## src/rtl/bram_array_ctrl.sv

```systemverilog
// rtl/bram_array_ctrl.sv - BRAM array sequencer: Reset -> Write -> N x Read -> Stop, beat/tlast checking.
// Optional watchdog enabled by defining BRAM_CTRL_TIMEOUT_EN.
module bram_array_ctrl #(
  parameter int DEPTH_W   = 16,
  parameter int MAX_DEPTH = 4096,
  parameter int LOOP_W    = 8,
  parameter int TIMEOUT_W = 20
) (
  input  logic               clk,
  input  logic               rst,
  input  logic               cmd_valid,
  output logic               cmd_ready,
  input  logic [DEPTH_W-1:0] cmd_depth,
  input  logic [LOOP_W-1:0]  cmd_loops,
  input  logic               cmd_abort,
  output logic               BRAM_en,
  output logic [1:0]         BRAM_Opts,
  output logic [DEPTH_W-1:0] BRAM_Depth,
  input  logic [1:0]         BRAM_Status,
  input  logic               wr_beat,
  input  logic               wr_last,
  input  logic               rd_beat,
  input  logic               rd_last,
  output logic               busy,
  output logic               done,
  output logic [1:0]         err,
  output logic               aborted,
  output logic [LOOP_W-1:0]  loops_done
);

  typedef enum logic [2:0] {
    S_IDLE, S_RST, S_WAIT_RST, S_WRITE, S_READ, S_REARM, S_STOP, S_DONE
  } state_t;

  localparam logic [DEPTH_W:0]  CNT_ONE  = {{DEPTH_W{1'b0}}, 1'b1};
  localparam logic [LOOP_W-1:0] LOOP_ONE = {{(LOOP_W-1){1'b0}}, 1'b1};
  localparam logic [31:0]       MAX_D32  = 32'(MAX_DEPTH);

  state_t              r_state, w_state_nxt;
  logic [DEPTH_W:0]    r_cnt, w_cnt_nxt, w_cnt_inc;
  logic [DEPTH_W-1:0]  r_depth, w_depth_nxt;
  logic [LOOP_W-1:0]   r_loops, w_loops_nxt, r_loops_done, w_loops_done_nxt, w_loops_inc;
  logic [1:0]          r_err, w_err_nxt, r_opts, w_opts_nxt;
  logic                r_aborted, w_aborted_nxt, r_done, w_done_nxt, r_en, w_en_nxt;
  logic                w_accept, w_bad_depth, w_beat, w_last, w_beat_end, w_abortable, w_timeout;

  assign cmd_ready   = (r_state == S_IDLE) & ~rst;
  assign busy        = (r_state != S_IDLE);
  assign BRAM_en     = r_en;
  assign BRAM_Opts   = r_opts;
  assign BRAM_Depth  = r_depth;
  assign done        = r_done;
  assign err         = r_err;
  assign aborted     = r_aborted;
  assign loops_done  = r_loops_done;

  assign w_accept    = cmd_valid & cmd_ready;
  assign w_bad_depth = (cmd_depth == '0) || (32'(cmd_depth) > MAX_D32);
  assign w_beat      = (r_state == S_WRITE) ? wr_beat : (r_state == S_READ) ? rd_beat : 1'b0;
  assign w_last      = (r_state == S_WRITE) ? wr_last : rd_last;
  assign w_cnt_inc   = r_cnt + CNT_ONE;
  assign w_beat_end  = (w_cnt_inc == {1'b0, r_depth});
  assign w_loops_inc = r_loops_done + LOOP_ONE;
  assign w_abortable = (r_state inside {S_RST, S_WAIT_RST, S_WRITE, S_READ, S_REARM});

`ifdef BRAM_CTRL_TIMEOUT_EN
  logic [TIMEOUT_W-1:0] r_wdog;
  logic                 w_watched;
  assign w_watched = (r_state inside {S_WAIT_RST, S_WRITE, S_READ, S_REARM, S_STOP});
  assign w_timeout = w_watched & (&r_wdog);

  always_ff @(posedge clk) begin
    if (rst || (w_state_nxt != r_state) || wr_beat || rd_beat)
      r_wdog <= '0;
    else if (w_watched && !(&r_wdog))
      r_wdog <= r_wdog + {{(TIMEOUT_W-1){1'b0}}, 1'b1};
  end
`else
  assign w_timeout = &{TIMEOUT_W{1'b0}};
`endif

  always_comb begin
    w_state_nxt      = r_state;
    w_cnt_nxt        = r_cnt;
    w_depth_nxt      = r_depth;
    w_loops_nxt      = r_loops;
    w_loops_done_nxt = r_loops_done;
    w_err_nxt        = r_err;
    w_aborted_nxt    = r_aborted;
    w_done_nxt       = 1'b0;
    case (r_state)
      S_IDLE: if (w_accept) begin
        w_aborted_nxt = 1'b0;
        if (w_bad_depth) begin
          w_err_nxt  = 2'b01;
          w_done_nxt = 1'b1;
        end else begin
          w_err_nxt        = 2'b00;
          w_depth_nxt      = cmd_depth;
          w_loops_nxt      = cmd_loops;
          w_loops_done_nxt = '0;
          w_cnt_nxt        = '0;
          w_state_nxt      = S_RST;
        end
      end
      S_RST:      w_state_nxt = S_WAIT_RST;
      S_WAIT_RST: if (BRAM_Status == 2'b01) w_state_nxt = S_WRITE;
      S_WRITE, S_READ: if (w_beat) begin
        w_cnt_nxt = w_cnt_inc;
        if (w_last != w_beat_end) begin
          if (r_err == 2'b00) w_err_nxt = 2'b10;
          w_state_nxt = S_STOP;
        end else if (w_beat_end) begin
          w_cnt_nxt = '0;
          if (r_state == S_WRITE) begin
            w_state_nxt = (r_loops != '0) ? S_READ : S_STOP;
          end else begin
            w_loops_done_nxt = w_loops_inc;
            w_state_nxt      = (w_loops_inc == r_loops) ? S_STOP : S_REARM;
          end
        end
      end
      S_REARM: w_state_nxt = S_READ;
      S_STOP:  if (BRAM_Status == 2'b01) w_state_nxt = S_DONE;
      default: w_state_nxt = S_IDLE;
    endcase

    // Watchdog expiry: STOP goes straight to DONE since the array is not answering.
    if (w_timeout) begin
      if (r_err == 2'b00) w_err_nxt = 2'b11;
      w_state_nxt = (r_state == S_STOP) ? S_DONE : S_STOP;
    end

    // Abort overrides pass completion and tlast checks, but the beat itself is counted.
    if (w_abortable && cmd_abort) begin
      w_aborted_nxt    = 1'b1;
      w_state_nxt      = S_STOP;
      w_err_nxt        = r_err;
      w_loops_done_nxt = r_loops_done;
      w_cnt_nxt        = w_beat ? w_cnt_inc : r_cnt;
    end

    if (w_state_nxt == S_DONE) w_done_nxt = 1'b1;
  end

  always_comb begin
    w_opts_nxt = 2'b11;
    case (w_state_nxt)
      S_RST:   w_opts_nxt = 2'b00;
      S_WRITE: w_opts_nxt = 2'b01;
      S_READ:  w_opts_nxt = 2'b10;
      default: w_opts_nxt = 2'b11;
    endcase
    w_en_nxt = (w_state_nxt inside {S_RST, S_WAIT_RST, S_WRITE, S_READ, S_REARM, S_STOP});
  end

  always_ff @(posedge clk) begin
    if (rst) begin
      r_state      <= S_IDLE;
      r_cnt        <= '0;
      r_depth      <= '0;
      r_loops      <= '0;
      r_loops_done <= '0;
      r_err        <= 2'b00;
      r_aborted    <= 1'b0;
      r_done       <= 1'b0;
      r_en         <= 1'b0;
      r_opts       <= 2'b11;
    end else begin
      r_state      <= w_state_nxt;
      r_cnt        <= w_cnt_nxt;
      r_depth      <= w_depth_nxt;
      r_loops      <= w_loops_nxt;
      r_loops_done <= w_loops_done_nxt;
      r_err        <= w_err_nxt;
      r_aborted    <= w_aborted_nxt;
      r_done       <= w_done_nxt;
      r_en         <= w_en_nxt;
      r_opts       <= w_opts_nxt;
    end
  end

endmodule

```

## config.mk

```make
export PLATFORM = sky130hd
export DESIGN_NAME = bram_array_ctrl
export DESIGN_NICKNAME = d
export VERILOG_FILES = /design/src/rtl/bram_array_ctrl.sv
export SDC_FILE = /design/constraint.sdc
export NUM_CORES = 1
export LEC_CHECK = 0
export BUFFER_PORTS_ARGS = -buffer_cell sky130_fd_sc_hd__clkbuf_2
export CORE_AREA = 4 4 110 102
export DETAILED_ROUTE_END_ITERATION = 8
export DIE_AREA = 0 0 114 106
export PLACE_DENSITY = 0.59
export SLEW_MARGIN = 0
export SYNTH_ARGS = -nofsm -noshare
export SYNTH_HDL_FRONTEND = slang
export SYNTH_SLANG_ARGS = --single-unit
export TNS_END_PERCENT = 10
```

## constraint.sdc

```tcl
create_clock -name clk -period 6.59 [get_ports clk]
set_input_delay 0.9885 -clock clk [delete_from_list [all_inputs] [get_ports clk]]
set_output_delay 0.9885 -clock clk [all_outputs]
set_load 0.02 [all_outputs]
```

Yosys cells after proc, flatten, opt, wreduce, memory -nomap -nowiden
Cells that the tools add are included.
{"block": "word_totals", "regBits": 59, "in_bits": 34, "word_cells": 109}
{"block": "op_classes", "add_sub_neg": 2, "n_eq_ne": 28, "magnitude_cmp": 1, "mux": 44, "bitwise": 5, "reduce_logical": 19}
{"operator": "$mux 17", "n": 7}
{"operator": "$mux 8", "n": 6}
{"operator": "$pmux 17 s2", "n": 1}
{"operator": "$mux 3", "n": 8}
{"operator": "$eq 3x3->1 const B", "n": 7}
{"operator": "$ne 2x2->1 const B", "n": 9}
{"operator": "$pmux 3 s6", "n": 1}
{"operator": "$add 17x1->17 const B", "n": 1}
{"operator": "$eq 17x16->1", "n": 1}
{"operator": "$gt 16x13->1 const B", "n": 1}
{"operator": "$logic_not 16->1", "n": 1}
{"operator": "$pmux 8 s2", "n": 1}
{"operator": "$mux 2", "n": 7}
{"operator": "$eq 3x2->1 const B", "n": 4}
{"operator": "$mux 1", "n": 11}
{"operator": "$add 8x1->8 const B", "n": 1}
{"operator": "$eq 8x8->1", "n": 1}
{"operator": "$reduce_and 8->1", "n": 1}
{"operator": "$reduce_bool 8->1", "n": 1}
{"operator": "$eq 3x1->1 const B", "n": 2}
{"operator": "$ne 3x2->1 const B", "n": 2}
{"operator": "$pmux 2 s3", "n": 1}
{"operator": "$reduce_and 6->1", "n": 1}
{"operator": "$reduce_bool 2->1", "n": 3}
{"operator": "16 further kinds", "n": 20}

Longest topological paths before layout
Gate-level depths: netlist (run 1).
{"block": "logic_depth", "ltp_word": 11, "ltp_mapped": 11}

Worst setup path before layout (run 1)
Ideal clock, no wire load.
{"block": "synth_path", "path_type": "register -> register", "from": "register r_cnt[0]", "to": "register r_cnt[11]", "t_arrival_ps": 2671, "path_buffers": 1, "period_less_slack_ps": 2786, "path_slack_ps": 3804, "required_ps": 6475, "path_stages_with_launch": 11, "cell_sequence": "dfxtp_1 ha_1 nand3_2 or3_1 a2111oi_0 o2111ai_1 nor4_4 nor2_2 o31ai_4 buf_6 nor2_1"}
{"block": "synth_between", "elab_chain_cells": 7}
{"element": "start: declaration", "line": "40", "rtl": "logic [DEPTH_W:0] r_cnt, w_cnt_nxt, w_cnt_inc;"}
{"element": "start signal: assignment", "line": "171", "rtl": "r_cnt <= w_cnt_nxt;"}
{"element": "$add 17x1->17 *", "line": "61", "rtl": "assign w_cnt_inc = r_cnt + CNT_ONE;"}
{"element": "$eq 17x16->1", "line": "62", "rtl": "assign w_beat_end = (w_cnt_inc == {1'b0, r_depth});"}
{"element": "$mux 17 or $ne 1x1->1 (tied branches)", "line": "113, 110"}
{"element": "$mux 17", "line": "110", "rtl": "if (w_last != w_beat_end) begin"}
{"element": "$mux 17", "line": "108", "rtl": "S_WRITE, S_READ: if (w_beat) begin"}
{"element": "$pmux 17 s2", "line": "91", "rtl": "case (r_state)"}
{"element": "$mux 17 *", "line": "135", "rtl": "if (w_abortable && cmd_abort) begin"}
Every way passes the cells marked *; elsewhere a longest branch is shown, timed or not. The select of a mux whose other input is x is not followed.
A chain may end at the register's enable or synchronous reset.

Final worst setup path (run 1)
{"block": "layout_path", "from": "register r_cnt[0]", "to": "register r_cnt[8]"}
The elaborated chain is that of the path after synthesis.

==> results of run 1 <==
[worst paths after layout]
| check | start | endpoint | slack [ps] | cells after the start |
|---|---|---|---|---|
| worst max-delay path | r_cnt[0] | r_cnt[8] | 3270 | 9 |
| worst min-delay path | r_cnt[16] | r_cnt[16] | 470 | 2 |
| worst max register to register | r_cnt[0] | r_cnt[8] | 3270 | 9 |
| worst min register to register | r_cnt[16] | r_cnt[16] | 470 | 2 |
[cell families after synthesis]
group                    after synthesis  share of synthesized area
buffers and inverters                 30                     0.0455
adder cells (fa/ha/maj)                2                    0.00728
XOR/XNOR                              48                      0.122
AND/OR/NAND/NOR                      205                      0.300
multiplexers                           2                    0.00582
flip-flops                            59                      0.344
AO/OA/AOI/OAI                         90                      0.175
[through the flow]
stage | utilization | instance area (sq um) | cells
6_report | 0.407 | 4100 | 620
5_1_grt | 0.407 | 4100 | 620
2_1_floorplan | - | 3440 | 436
3_3_place_gp | 0.376 | 3780 | 604
3_5_place_dp | 0.376 | 3780 | 604
4_1_cts | 0.407 | 4100 | 620
[worst register-to-register path, stage by stage, from the launching register on]
cell,delay [ps]
dfxtp_1,440
ha_1,330
nand3_2,160
or3_1,390
a2111oi_0,420
o2111ai_1,320
nor4_4,300
nor2_2,110
o31ai_4,600
nor2_1,110
[Yosys cell counts (2+ instances only)]
| master | number |
|---|---|
| a2111oi_0 | 3 |
| a211o_1 | 2 |
| a211oi_1 | 2 |
| a21o_1 | 4 |
| a21oi_1 | 30 |
| a22oi_1 | 3 |
| a2bb2oi_1 | 2 |
| a31oi_1 | 11 |
| and2_1 | 3 |
| and2_2 | 2 |
| and3_1 | 9 |
| and4_1 | 3 |
| and4_2 | 2 |
| buf_2 | 4 |
| buf_4 | 4 |
| buf_6 | 3 |
| clkbuf_1 | 15 |
| dfxtp_1 | 59 |
| ha_1 | 2 |
| inv_1 | 3 |
| mux2i_1 | 2 |
| nand2_1 | 77 |
| nand3_1 | 20 |
| nand3b_1 | 3 |
| nand4_1 | 10 |
| nor2_1 | 41 |
| nor3_1 | 9 |
| nor3_2 | 2 |
| nor4_1 | 7 |
| o2111ai_1 | 3 |
| o211a_1 | 2 |
| o211ai_1 | 4 |
| o21ai_0 | 12 |
| or3_1 | 5 |
| xnor2_1 | 31 |
| xor2_1 | 17 |
[where the power goes]
part,switching (W),total (W),internal [W]
clock,0.000165,0.000496,0.000331
sequential,0.0000106,0.000376,0.000365
combinational,0.0000651,0.000102,0.0000374
[routing by layer]
layer	wire length, microns	global-route usage	vias to the layer above
li1	-	-	1657
met1	4710	0.219	1519
met2	4120	0.250	121
met3	645	0.0410	8
met4	122	0.0568	0
met5	0	0	-
[state kept, by name, summed over array words and instances (netlist names)]
name	count
r_loops	8
r_state	3
BRAM_Opts	2
loops_done	8
err	2
BRAM_en	1
done	1
BRAM_Depth	16
aborted	1
r_cnt	17
[layout make-up]
| class | count | area (sq um) | area share |
|---|---|---|---|
| sequential | 59 | 1180 | 0.288 |
| multi-input combinational | 347 | 2100 | 0.513 |
| inverter | 3 | 11.3 | 0.00275 |
| clock buffer | 12 | 236 | 0.0577 |
| timing repair buffer | 66 | 330 | 0.0806 |
| clock inverter | 4 | 75.1 | 0.0183 |
| tap | 129 | 161 | 0.0394 |
==> flow_summary.yaml, run 1 <==
cts:
  clkTransAtPathRegs_ps: 50
  htree_levels: 3
  post_cts_buffers: 0
  cts.repair.resized: 0
  cts.sinks: 59
  clockBufferDepth: 2
  cts_hold_buf: 0
  cts_tree: "built"
  root_buffer: "clkbuf_16"
  clk_latency_ps: 330
  cts_buffers: 9
sta:
  max_slew_margin: 0.344
  hold_viol: 0
  min_period_ps: 3320
  finalSetupViolCount: 0
  fin_crit_sh: 0.504
  hold_slack_ps: 475
  finClkSkew_ps: 6.06
  rsz0062_at_grt: "false"
  worst_slack_ps: 3270
  tightest_slew_ps: 975
  fmax_mhz: 301
  fin_tns_setup_ps: 0
  finalMaxSlewViolations: 0
yosys:
  async_reset_ff_frac: 0
  synth_ff_type: "dfxtp_1"
  synth_fp_nets: 472
  synth-warning-count: 0
  avgSynthCellArea_sq_um: 7.89
  synth-seq-cells: 59
  ys_types: 61
  synth.area.top_cells: "dfxtp_1 (34%), nand2_1 (8.4%), xnor2_1 (7.9%)"
  netlist_area_sq_um: 3440
  yosysSeqAreaShare: 0.344
  synth-edff-count: 0
  yosysTopAreaCellShare: 0.344
  yosysTopAreaCell: "dfxtp_1"
  synth_cells: 436
global_routing:
  antenna_found_initial: 0
  grt_usage: 0.162
  grt_overflow: 0
  grt_start_max_net_pins: 43
  grt_pass1_vias: 3144
  grt_pass1_wl_mm: 15.7
floorplan:
  core.rowCount: 35
  die_area_sq_um: 12100
  fp.dieW_microns: 114
  die_y_microns: 106
  pin_count: 67
  core_area_sq_um: 10100
  start_util: 0.341
critical_path:
  cpLargestDelayFamily: "compound AO/OA/AOI/OAI gates"
  worst-path-buf-inv: 0
  crit_path_cell_trace: "ha_1 -> nand3_2 -> or3_1 -> a2111oi_0 -> o2111ai_1 -> nor4_4 -> nor2_2 -> o31ai_4 -> nor2_1"
  critPathKind: "flop to flop"
  start_kind: "flop"
  arrival_ps: 3520
  cp_max_fo: 14
  cpPeakStageDelay_ps: 600
  end_kind: "flop"
  slowest_stage: "o31ai_4"
  worst_ep_required_time_ps: 6780
pwr:
  powerDensity_nw_per_um2: 238
  ir_drop_mv: 0.121
  p_leak_nw: 1.58
  total_power_w: 0.000975
drt:
  ant_nets: 0
  drc_errors: 0
  vias: 3305
  drt_wl_total_mm: 9.59
  drtPass1Iterations: 5
  viasPerCell: 5.33
  routedWlPerCell_microns: 15.5
  drt_iter0_drc: 176
cells_and_area:
  layout_commonest_cell: "nand2_1"
  nNetsFinal: 522
  area_delta_synth_final_pct: 19.1
  n_antenna_cell: 0
  layout_common_cells: "nand2_1 (77), clkbuf_2 (66), dfxtp_1 (59)"
  nFillCells: 1070
  layout-drive-gt1-share: 0.193
job:
  drv_cap: 0
placed_design:
  pre_cts_ws_ps: 2900
  hpwl_mm: 7.14
  io_buffers: 66
  place_congestion: 0.891
min_path:
  hold_class: "flop to flop"
run_status:
  outcome: "finished clean"
(Power assumes the default switching activity.)
==> run 2, diff against run 1 <==
==> constraint.sdc (replaced) <==
create_clock -name clk -period 3.3 [get_ports clk]
set_input_delay 0.495 -clock clk [delete_from_list [all_inputs] [get_ports clk]]
set_output_delay 0.495 -clock clk [all_outputs]
set_load 0.02 [all_outputs]
==> run 2 against run 1 <==
Effect of this change:
- sequential share of layout area is 0.42 points lower
- combinational power is 110% higher
- flip-flop and latch count unchanged
- highest routed layer unchanged
==> flow_summary.yaml, run 2 (same netlist as run 1, synthesis figures left out) <==
run_status:
  outcome: "finished clean"
critical_path:
  end_kind: "flop"
  slowest_stage: "a2111oi_1"
  crit_path_cell_trace: "ha_1 -> nand2_1 -> or3_1 -> a2111oi_1 -> nand3_1 -> o41a_1 -> mux2i_1 -> nand2_1 -> o32ai_1"
  cpPeakStageDelay_ps: 580
  start_kind: "flop"
  worst-path-buf-inv: 0
  rrSetupSlack_ps: 250
  r2r_cells: 9
  cp_max_fo: 6
  crit_top_cell: "nand2_1"
  cpLargestDelayFamily: "compound AO/OA/AOI/OAI gates"
  arrival_ps: 3280
  critPathKind: "flop to flop"
  crit_cells: 9
  worst_ep_required_time_ps: 3530
drt:
  viasPerCell: 5.31
  drc_errors: 0
  drtPass1Iterations: 5
  drt_iter0_drc: 149
  ant_nets: 0
  vias: 3337
  routedWlPerCell_microns: 15.4
  drt_wl_total_mm: 9.68
cts:
  clk_latency_ps: 330
  cts_tree: "built"
  root_buffer: "clkbuf_16"
  clkTransAtPathRegs_ps: 50
  htree_levels: 3
  cts_hold_buf: 0
  cts.sinks: 59
  clockBufferDepth: 2
  cts_buffers: 9
min_path:
  hold_path_depth: 3
  hold_class: "input pin to flop"
pwr:
  p_leak_nw: 1.63
  comb_power_share: 0.109
  ir_drop_mv: 0.311
  p_int_w: 0.00147
  p_seq_frac: 0.385
  powerDensity_nw_per_um2: 468
  switching_share: 0.246
  pwr-share-clk: 0.506
  p_switching_w: 0.000479
placed_design:
  hpwl_mm: 7.24
  io_buffers: 66
  place_area_sq_um: 3840
  dp.cells: 612
  place_congestion: 0.892
sta:
  fin_tns_setup_ps: 0
  finalSetupViolCount: 0
  max_slew_margin: 0.583
  finClkSkew_ps: 7.16
  fmax_mhz: 328
  hold_viol: 0
  tightest_slew_ps: 622
  min_period_ps: 3050
  finalMaxSlewViolations: 0
  fin_crit_sh: 0.923
  rsz0062_at_grt: "true"
global_routing:
  grt_pass1_vias: 3130
  grt_usage: 0.161
  grt_start_max_net_pins: 42
  antenna_found_initial: 0
  grt_pass1_wl_mm: 15.6
  grt_overflow: 0
floorplan:
  fp.dieW_microns: 114
  die_y_microns: 106
  pin_count: 67
  start_util: 0.341
  core_area_sq_um: 10100
  core.rowCount: 35
  die_area_sq_um: 12100
cells_and_area:
  layout_commonest_cell: "nand2_1"
  layout_common_cells: "nand2_1 (77), clkbuf_2 (66), dfxtp_1 (59)"
  layout-drive-gt1-share: 0.208
  utilization: 0.413
  n_antenna_cell: 0
  fin_cells: 628
  area_delta_synth_final_pct: 20.9
  fin_area_sq_um: 4160
  max_flop_register: "r_cnt"
  largest_reg_flops: 17
  nNetsFinal: 530
  nFillCells: 1042
job:
  drv_cap: 0
run 2: cell count changes in the layout (fill, tap and decap cells not counted), sizes merged:
cell,before,now
buf,0,8
clkbuf,78,77
clkinv,0,2
clkinvlp,2,1
run 2: what timing repair did:
item | 4_1_cts | 5_1_grt
setup buffers | 0 | 0
resized for setup | 0 | 1
setup endpoints to repair | 0 | 10
run 2: power groups by stage:
stage	Combinational (W)	Clock, W	Sequential, W
global placement	0.000209	0	0.000764
CTS	0.000213	0.00101	0.000749
detailed placement	0.000211	0	0.000765
finish	0.000212	0.000983	0.000750
global route	0.000234	0.00104	0.000752
floorplan	0.000135	0	0.000767
run 2: final timing paths:
check	start	to
hold reg to reg	r_cnt[16]	r_cnt[16]
setup / recovery	loops_done[0]	done
hold / removal	cmd_loops[5]	r_loops[5]
setup reg to reg	loops_done[0]	done
run 2: tightest hold or removal path: cells and delay by family:
family | cells | cell delay [ps]
and+or+nand+nor | 1 | 40
AOI/OAI and AO/OA | 1 | 50
buffers and inverters | 1 | 80
run 2: area by class of cell:
class / count / area [sq um] / share of cell area
Tap cell: 129 / 161 / 0.0388
Multi-Input combinational cell: 347 / 2100 / 0.506
Sequential cell: 59 / 1180 / 0.284
Clock inverter: 5 / 77.6 / 0.0187
Inverter: 3 / 11.3 / 0.00271
Timing Repair Buffer: 74 / 390 / 0.0939
Clock buffer: 11 / 233 / 0.0560
run 2: layer usage:
layer / global-route usage / share of wire / wire, microns
met3: 0.0455 / 0.067 / 649
met1: 0.225 / 0.49 / 4720
met4: 0.0543 / 0.015 / 141
met2: 0.238 / 0.43 / 4160
met5: 0 / 0 / 0
run 2: through the flow:
stage	setup WS, ps	hold slack [ps]	total power [W]
5_1_grt	-11.2	400	0.00203
4_1_cts	187	385	0.00197
3_5_place_dp	225	462	0.000975
3_3_place_gp	245	457	0.000973
2_1_floorplan	514	444	0.000902
6_report	253	388	0.00194
==> run 3, diff against run 2 <==
--- a/config.mk
+++ b/config.mk
@@ -5,10 +5,12 @@
 export SDC_FILE = /design/constraint.sdc
 export NUM_CORES = 1
 export LEC_CHECK = 0
+export ABC_AREA = 0
 export BUFFER_PORTS_ARGS = -buffer_cell sky130_fd_sc_hd__clkbuf_2
 export CORE_AREA = 4 4 110 102
 export DETAILED_ROUTE_END_ITERATION = 8
 export DIE_AREA = 0 0 114 106
+export MAX_ROUTING_LAYER = met4
 export PLACE_DENSITY = 0.59
 export SLEW_MARGIN = 0
 export SYNTH_ARGS = -nofsm -noshare
==> run 3 against run 2 <==
Effect of this change:
- clock power fell by 5.5%
- cell area barely moved
- maximum frequency fell by 0.35%
- first-iteration DRC count rose by 6.0%
- hold slack improved by 13 ps
- setup slack got worse by 11 ps
- combinational power barely moved
- sequential power barely moved
- critical path type unchanged
- critical endpoint is now r_cnt[14]
- highest routed layer unchanged
==> flow_summary.yaml, run 3 (same netlist as run 1, synthesis figures left out) <==
cells_and_area:
  layout-drive-gt1-share: 0.211
  nNetsFinal: 530
  layout_common_cells: "nand2_1 (77), clkbuf_2 (66), dfxtp_1 (59)"
  max_flop_register: "r_cnt"
  nFillCells: 1044
  fin_cells: 627
  layout_commonest_cell: "nand2_1"
  n_antenna_cell: 0
  area_delta_synth_final_pct: 21.0
  largest_reg_flops: 17
global_routing:
  grt_overflow: 0
  grt_start_max_net_pins: 42
  antenna_found_initial: 0
  grt_usage: 0.171
  grt_pass1_vias: 3190
  grt_pass1_wl_mm: 16.1
sta:
  finalMaxSlewViolations: 0
  fmax_mhz: 327
  fin_crit_sh: 0.926
  max_slew_margin: 0.596
  finalSetupViolCount: 0
  rsz0062_at_grt: "false"
  min_period_ps: 3060
  finClkSkew_ps: 10.2
  fin_tns_setup_ps: 0
  hold_slack_ps: 400
  hold_viol: 0
  tightest_slew_ps: 602
cts:
  clkTransAtPathRegs_ps: 50
  cts_buffers: 9
  htree_levels: 3
  root_buffer: "clkbuf_16"
  clockBufferDepth: 2
  cts.repair.resized: 0
  clk_latency_ps: 320
  post_cts_buffers: 0
  cts_tree: "built"
  cts_hold_buf: 0
  cts.sinks: 59
critical_path:
  arrival_ps: 3260
  worst_ep_required_time_ps: 3510
  r2r_start: "r_cnt[1]"
  regToRegEndpoint: "r_cnt[14]"
  r2r_cells: 10
  critPathKind: "flop to flop"
  crit_path_end: "r_cnt[14]"
  cp_max_fo: 14
  end_kind: "flop"
  worstSetupStartpoint: "r_cnt[1]"
  start_kind: "flop"
  rrSetupSlack_ps: 240
floorplan:
  pin_count: 67
  fp.dieW_microns: 114
  die_y_microns: 106
  core.rowCount: 35
  die_area_sq_um: 12100
  core_area_sq_um: 10100
  start_util: 0.341
drt:
  viasPerCell: 5.40
  drt_iter0_drc: 158
  routedWlPerCell_microns: 15.6
  drc_errors: 0
  vias: 3386
  drt_wl_total_mm: 9.80
  drtPass1Iterations: 4
  ant_nets: 0
pwr:
  ir_drop_mv: 0.284
  powerDensity_nw_per_um2: 454
  p_leak_nw: 1.62
placed_design:
  hpwl_mm: 7.31
  place_congestion: 0.906
  dp.cells: 612
  io_buffers: 66
job:
  drv_cap: 0
min_path:
  hold_class: "input pin to flop"
run_status:
  outcome: "finished clean"
## run 3: cell types whose count changed in the layout (fill, tap and decap cells not counted)
cell        before  now
clkbuf_8         0    2
a2111oi_0        2    1
a2111oi_2        0    1
bufinv_16        2    1
clkinv_2         2    1
clkinvlp_4       1    0
nor3_2           2    1
nor3_4           0    1
o2111ai_1        3    2
o2111ai_2        0    1
## run 3: worst min path at each step
stage | startpoint | to | slack [ps] | cells after the start
floorplan | r_cnt[16] | r_cnt[16] | 440 | 2
global placement | r_cnt[16] | r_cnt[16] | 450 | 2
detailed placement | r_cnt[16] | r_cnt[16] | 470 | 2
CTS | cmd_loops[3] | r_loops[3] | 390 | 3
global route | cmd_loops[3] | r_loops[3] | 400 | 3
finish | cmd_loops[5] | r_loops[5] | 400 | 3
## run 3: cell type report
cell class	instances	area, sq um	share of cell area
inverters	3	11.3	0.00271
multi-input cells	347	2120	0.510
repair buffers	74	390	0.0938
flip-flops and latches	59	1180	0.284
clock inverters	2	35.0	0.00842
clock buffers	13	260	0.0626
well taps	129	161	0.0388
## run 3: power breakdown
group          total [W]  switching, W  internal (W)  leakage [nW]
sequential      0.000750     0.0000200      0.000730         0.476
clock           0.000929      0.000309      0.000620         0.146
combinational   0.000212      0.000134     0.0000785         0.999
total            0.00189      0.000463       0.00143          1.62
## run 3: per-layer routing
layer,GRT usage,part of all wire,routed length [microns],up-vias
met3,0.0359,0.057,558,22
met2,0.244,0.44,4300,113
met1,0.232,0.48,4710,1582
met4,0.0755,0.024,236,0
li1,-,-,-,1669
met5,-,0,0,-
## run 3: stage by stage
stage / power, W / worst slack (ps) / instance area, sq um / util
after floorplan: 0.000902 / 514 / 3440 / -
after global placement: 0.000973 / 204 / 3840 / 0.382
after detailed placement: 0.000976 / 186 / 3840 / 0.382
after CTS: 0.00191 / 155 / 4140 / 0.411
after global routing: 0.00197 / 12.5 / 4160 / 0.413
final: 0.00189 / 243 / 4160 / 0.413
## run 3: critical path: stages, from the launching register on
cell and delay, ps:
dfxtp_1 370, ha_1 310, nand3_2 160, or3_1 390, a2111oi_1 480, o2111ai_2 300
nor4_4 290, nor2_2 100, o31ai_4 210, buf_4 240, nor2_1 80
